## src/rtl/mult_operand_seq.sv

```systemverilog
// rtl/mult_operand_seq.sv - operand loader and result capture for the 4-bit multiplier
module mult_operand_seq (
    input  logic       clk,
    input  logic       rst,
    input  logic [3:0] data_in,
    input  logic       load,
    input  logic       clear,
    input  logic [3:0] Result,
    input  logic       Overflow,
    output logic [3:0] A,
    output logic [3:0] B,
    output logic [3:0] res_q,
    output logic       ov_q,
    output logic       ov_sticky,
    output logic       valid,
    output logic [3:0] op_count,
    output logic [1:0] state
);

    typedef enum logic [1:0] {
        LOAD_A = 2'b00,
        LOAD_B = 2'b01,
        CALC   = 2'b10,
        DONE   = 2'b11
    } state_t;

    state_t     cur_state, nxt_state;
    logic       load_prev, load_edge;
    logic [3:0] a_nxt, b_nxt, res_nxt, cnt_nxt;
    logic       ov_nxt, sticky_nxt, valid_nxt;

    // Resets high so a load held through reset release is not seen as an edge.
    always_ff @(posedge clk or posedge rst) begin
        if (rst) load_prev <= 1'b1;
        else     load_prev <= load;
    end

    assign load_edge = load & ~load_prev;

    always_ff @(posedge clk or posedge rst) begin
        if (rst) begin
            cur_state <= LOAD_A;
            A         <= 4'd0;
            B         <= 4'd0;
            res_q     <= 4'd0;
            ov_q      <= 1'b0;
            ov_sticky <= 1'b0;
            valid     <= 1'b0;
            op_count  <= 4'd0;
        end else begin
            cur_state <= nxt_state;
            A         <= a_nxt;
            B         <= b_nxt;
            res_q     <= res_nxt;
            ov_q      <= ov_nxt;
            ov_sticky <= sticky_nxt;
            valid     <= valid_nxt;
            op_count  <= cnt_nxt;
        end
    end

    always_comb begin
        nxt_state  = cur_state;
        a_nxt      = A;
        b_nxt      = B;
        res_nxt    = res_q;
        ov_nxt     = ov_q;
        sticky_nxt = ov_sticky;
        valid_nxt  = valid;
        cnt_nxt    = op_count;
        if (clear) begin
            nxt_state  = LOAD_A;
            a_nxt      = 4'd0;
            b_nxt      = 4'd0;
            res_nxt    = 4'd0;
            ov_nxt     = 1'b0;
            sticky_nxt = 1'b0;
            valid_nxt  = 1'b0;
            cnt_nxt    = 4'd0;
        end else begin
            case (cur_state)
                LOAD_A: if (load_edge) begin
                    a_nxt     = data_in;
                    nxt_state = LOAD_B;
                end
                LOAD_B: if (load_edge) begin
                    b_nxt     = data_in;
                    nxt_state = CALC;
                end
                // Operands have been stable for a full cycle; capture the product.
                CALC: begin
                    res_nxt    = Result;
                    ov_nxt     = Overflow;
                    valid_nxt  = 1'b1;
                    sticky_nxt = ov_sticky | Overflow;
                    cnt_nxt    = (op_count == 4'd15) ? op_count : op_count + 4'd1;
                    nxt_state  = DONE;
                end
                DONE: if (load_edge) begin
                    a_nxt     = data_in;
                    valid_nxt = 1'b0;
                    nxt_state = LOAD_B;
                end
                default: nxt_state = LOAD_A;
            endcase
        end
    end

    assign state = cur_state;

endmodule

```

## config.mk

```make
export PLATFORM = sky130hd
export DESIGN_NAME = mult_operand_seq
export DESIGN_NICKNAME = d
export VERILOG_FILES = /design/src/rtl/mult_operand_seq.sv
export SDC_FILE = /design/constraint.sdc
export NUM_CORES = 1
export LEC_CHECK = 0
export CORE_MARGIN = 5
export CORE_UTILIZATION = 30
export DETAILED_ROUTE_END_ITERATION = 16
export GPL_TIMING_DRIVEN = 0
export PLACE_DENSITY = 0.64
export SETUP_SLACK_MARGIN = 0.2
export SYNTH_ARGS = -nofsm -noshare
export SYNTH_HDL_FRONTEND = slang
export SYNTH_SLANG_ARGS = --single-unit
```

## constraint.sdc

```tcl
create_clock -name clk -period 3 [get_ports clk]
set_clock_uncertainty 0.05 [all_clocks]
set_input_delay 0.3 -clock clk [delete_from_list [all_inputs] [get_ports clk]]
set_output_delay 0.3 -clock clk [all_outputs]
set_load 0.05 [all_outputs]
```

* Yosys cells after proc, flatten, opt, wreduce, memory -nomap -nowiden *
Cells that the tools add are included.

storage, ports and cells
  register bits = 22
  input port bits = 13
  output and inout bits = 21
  word-level logic and storage cells = 54

cells by class
  $add $sub $neg = 1
  eq/ne operators = 8
  muxes and demuxes = 21
  bitwise logic cells = 3
  reductions and logical operators = 12

operator list
  operator                                               count
  two-way mux 4 bit                                      10
  AND reduction 2 bit                                    5
  nonzero test 2 bit                                     4
  two-way mux 1 bit                                      6
  two-way mux 2 bit                                      3
  inequality test 3 bit, second input constant           2
  case mux 2 bit (3 select lines)                        1
  adder 4 x 1 -> 4 bit, second input constant            1
  == test 2 bit, second input constant                   2
  == test 4 bit, second input constant                   1
  inequality test 3 x 1 -> 1 bit, second input constant  1
  nonzero test 3 bit                                     1
  == test 2 x 1 -> 1 bit, second input constant          1
  logical NOT 2 bit                                      1
  inequality test 2 bit, second input constant           1
  case mux 1 bit (2 select lines)                        1
  OR reduction 2 bit                                     1
  bitwise AND 1 bit                                      1
  inverter 1 bit                                         1
  bitwise OR 1 bit                                       1

* Longest topological paths before layout *
  word-level depth = 5
  mapped depth = 6
  mapped depth without buffers = 5

* Least setup slack after synthesis *
OpenSTA, ideal clock, no wires.

  path kind = register to register
  start = reg cur_state[0], in the netlist state[0]
  end = reg A[0]
  library setup time = 0.121 ns
  data arrival time = 1.550 ns
  data required time = 2.829 ns
  setup slack = 1.279 ns
  cell stages (with the launch flop) = 6
  buffers on the path = 0
  period minus slack after synthesis = 1.721 ns
  path through = dfrtp_1 inv_1 ha_1 nand3b_1 mux2i_1 nor2_1

between the ends
  word-level cells in the longest chain between the ends = 4

ends and longest elaborated chain
  item                                                line  text
  start: declaration                                  27    state_t cur_state, nxt_state;
  start signal: assignment                            51    cur_state <= nxt_state;
  == test 2 bit or logical NOT 2 bit (tied branches)  81    case (cur_state)
  OR reduction 2 bit (no source line) *               -
  nonzero test 2 bit (no source line) *               -
  AND reduction 2 bit (no source line) *              -
  end signal: assignment                              52    A <= a_nxt;
  end: declaration                                    10    output logic [3:0] A,

Mark *: on every way between the ends. The rest lies on a longest branch, timed or not.
A chain may end at the register's enable or synchronous reset.

* Worst setup path after layout *
  start = reg op_count[2]
  end = out op_count[2]

RTL lines
  item                      line  text
  start: declaration        16    output logic [3:0] op_count,
  start signal: assignment  58    op_count <= cnt_nxt;

No word-level cell between the ends.

==> flow_summary_export.csv <==
group,metric,value,unit
yosys,synth_edf_count,0,
critical_path,worst_r2r_endpoint,"A[0]$_DFFE_PP0P_",
floorplanning,core_area,3340,um^2
yosys,netlist_area,1030,um^2
routing,firstDrtPassIters,4,
sta,max_freq,502,MHz
critical_path,path_cells,"clkdlybuf4s50_1",
floorplanning,ios,34,
yosys,yosysWarnings,0,
routing,num_vias,769,
grt,overflow,0,
yosys,async_flop_share,100,%
sta,finalWorstSetupSlack,1010,ps
layout,drive_above_1_share,9.60,%
place,dp_slack,1360,ps
yosys,ys_seq_area_share,53.3,%
routing,viasPerCell,4.50,
clock_tree,cts_resized,0,
floorplanning,die_h,68.7,um
sta,fin_crit_sh,66.3,%
critical_path,path_buf_inv,1,
critical_path,critPathSlowestCell,"clkdlybuf4s50_1",
sta,hold_viol_final,0,
routing,drc,0,
critical_path,critPathTopFamily,"buffers and inverters",
floorplanning,die-area,4720,um^2
yosys,synth.distinct_cells,25,
sta,relSlewSlack,45.8,%
flow_run,cap_violations,0,
yosys,syn_inst,88,
floorplanning,rows,21,
yosys,ys_ff_latch,22,
clock_tree,cts_setup_buffers,0,
grt,grt_pass1_vias,743,
yosys,ys.flop_type,"dfrtp_1",
critical_path,arrival,1640,ps
layout,fin_nets,144,
grt,grt_max_degree,23,
clock_tree,worstSkewPairLatency,320,ps
yosys,syn_nets,106,
critical_path,startpoint,"op_count[2]$_DFFE_PP0P_",
clock_tree,ctsHoldBuffers,0,
floorplanning,start_util,31.0,%
outcome,status,"complete, no violations",
sta,hold_ws,375,ps
floorplanning,dieWidth,68.7,um
routing,finalWirelength,2.20,mm
critical_path,rrSetupSlack,1420,ps
critical_path,crit_path_max_fanout,5,
clock_tree,cts_tree,"yes",
sta,tns,0,ps
place,dp_hpwl,1.68,mm
sta,tightestPinTransition,811,ps
clock_tree,clkSinkCount,22,
critical_path,cp-start-kind,"register",
critical_path,worst_setup_path_end_kind,"output port",
critical_path,criticalPathCategory,"reg -> out",
grt,antenna_found_initial,0,
place,gp_congestion,0.748,
layout,diodes,0,
critical_path,required,2650,ps
grt,grt_use_total,10.2,%
layout,fill_cells,350,
place,port_buffers,33,
worst_hold_path,min_path_type,"in -> async",
critical_path,r2r_start,"state[0]$_DFFE_PP0P_",
power,ir_drop,0.000173,V
clock_tree,cts_buffers,3,
routing,routedWlPerCell,12.9,um
power,total_leakage_power,0.688,nW
routing,drt-initial-drc-count,6,
power,p_per_area,755,nW/um^2
critical_path,reg2reg_depth,5,
grt,grt_first_pass_wirelength,3.56,mm
clock_tree,htreeDepth,1,
layout,area_growth,41.0,%
routing,ant_nets,0,
power,p_total,1.10,mW
clock_tree,cts-root-buf,"clkbuf_4",
clock_tree,cts_max_path_buffers,2,
sta,fin_crit,1990,ps
sta,setup_violations,0,
clock_tree,path_clk_slew,130,ps
sta,rsz0062_at_grt,"no",
sta,drv_slew,0,
yosys,synth.avg_cell_area,11.8,um^2
critical_path,critPathMaxStageDelay,850,ps
## placed cells by master, fill, tap and decap left out, drive strengths merged
cell type and instances:
a211oi 1, a21boi 1, a21o 1, a21oi 4, a311oi 1, a31oi 1, and4 1, buf 3
clkbuf 4, clkdlybuf4s50 33, dfrtp 21, dfstp 1, ha 5, inv 5, mux2 1, mux2i 14
nand2 2, nand2b 3, nand3b 2, nand4 1, nor2 15, nor2b 1, nor3 2, o21bai 1
or2 1
## final cells by class
cell class / count / area [um^2] / share of cell area, %
Inverter: 5 / 18.8 / 1.29
Timing Repair Buffer: 33 / 330 / 22.6
Multi-Input combinational cell: 58 / 443 / 30.4
Tap cell: 46 / 57.6 / 3.95
Sequential cell: 22 / 552 / 37.8
Clock buffer: 4 / 36.3 / 2.49
Buffer: 3 / 21.3 / 1.46
## cell families (layout without fill, tap and decap cells)
group                      Yosys count  in the layout  synth area share, %
and+or+nand+nor                     28             28                 14.9
DFF                                 22             22                 53.3
muxes                               15             15                 15.0
AOI/OAI and AO/OA                   10             10                 6.89
buffers and inverters                8             45                 3.87
adders and majority gates            5              5                 6.05
## per-layer routing
| metal | vias to the layer above | part of all wire, % | global-route usage (%) |
|---|---|---|---|
| li1 | 370 | - | - |
| met1 | 374 | 44 | 12.8 |
| met2 | 20 | 47 | 16.3 |
| met3 | 5 | 6.8 | 2.11 |
| met4 | 0 | 2.7 | 5.84 |
| met5 | - | 0 | 0 |
## synthesized netlist by cell type, types with 2 or more instances
| cell type | count | area share, % |
|---|---|---|
| mux2i_1 | 14 | 14 |
| inv_1 | 5 | 1.8 |
| nand2b_1 | 3 | 1.8 |
| nor3_1 | 2 | 0.97 |
| ha_1 | 5 | 6.0 |
| buf_2 | 2 | 0.97 |
| nor2_1 | 15 | 5.4 |
| nand2_1 | 2 | 0.73 |
| dfrtp_1 | 21 | 51 |
| a21oi_1 | 4 | 1.9 |
## power by group
group / switching [mW] / internal [mW]
Combinational: 0.328 / 0.209
Clock: 0.0934 / 0.0742
Sequential: 0.0482 / 0.348
## flip-flops by register name, indices dropped and copies added (netlist names)
| register | flops |
|---|---|
| A | 4 |
| B | 4 |
| load_prev | 1 |
| op_count | 4 |
| ov_q | 1 |
| ov_sticky | 1 |
| res_q | 4 |
| state | 2 |
| valid | 1 |
## how the worst max path moves through the flow
stage	endpoint	cells after the start
after CTS	op_count[2]	1
after detailed placement	op_count[2]	1
after floorplan	A[0]$_DFFE_PP0P_	5
after global routing	op_count[2]	1
final	op_count[2]	1
after global placement	op_count[0]	1
## through the flow
step                      instance area (um^2)  cells  utilization (%)
after floorplan                           1030     88                -
after global placement                    1420    167             42.6
after detailed placement                  1420    167             42.6
after CTS                                 1460    171             43.7
after global routing                      1460    171             43.7
final                                     1460    171             43.7
Note: power is estimated with default switching activity, not from simulation.
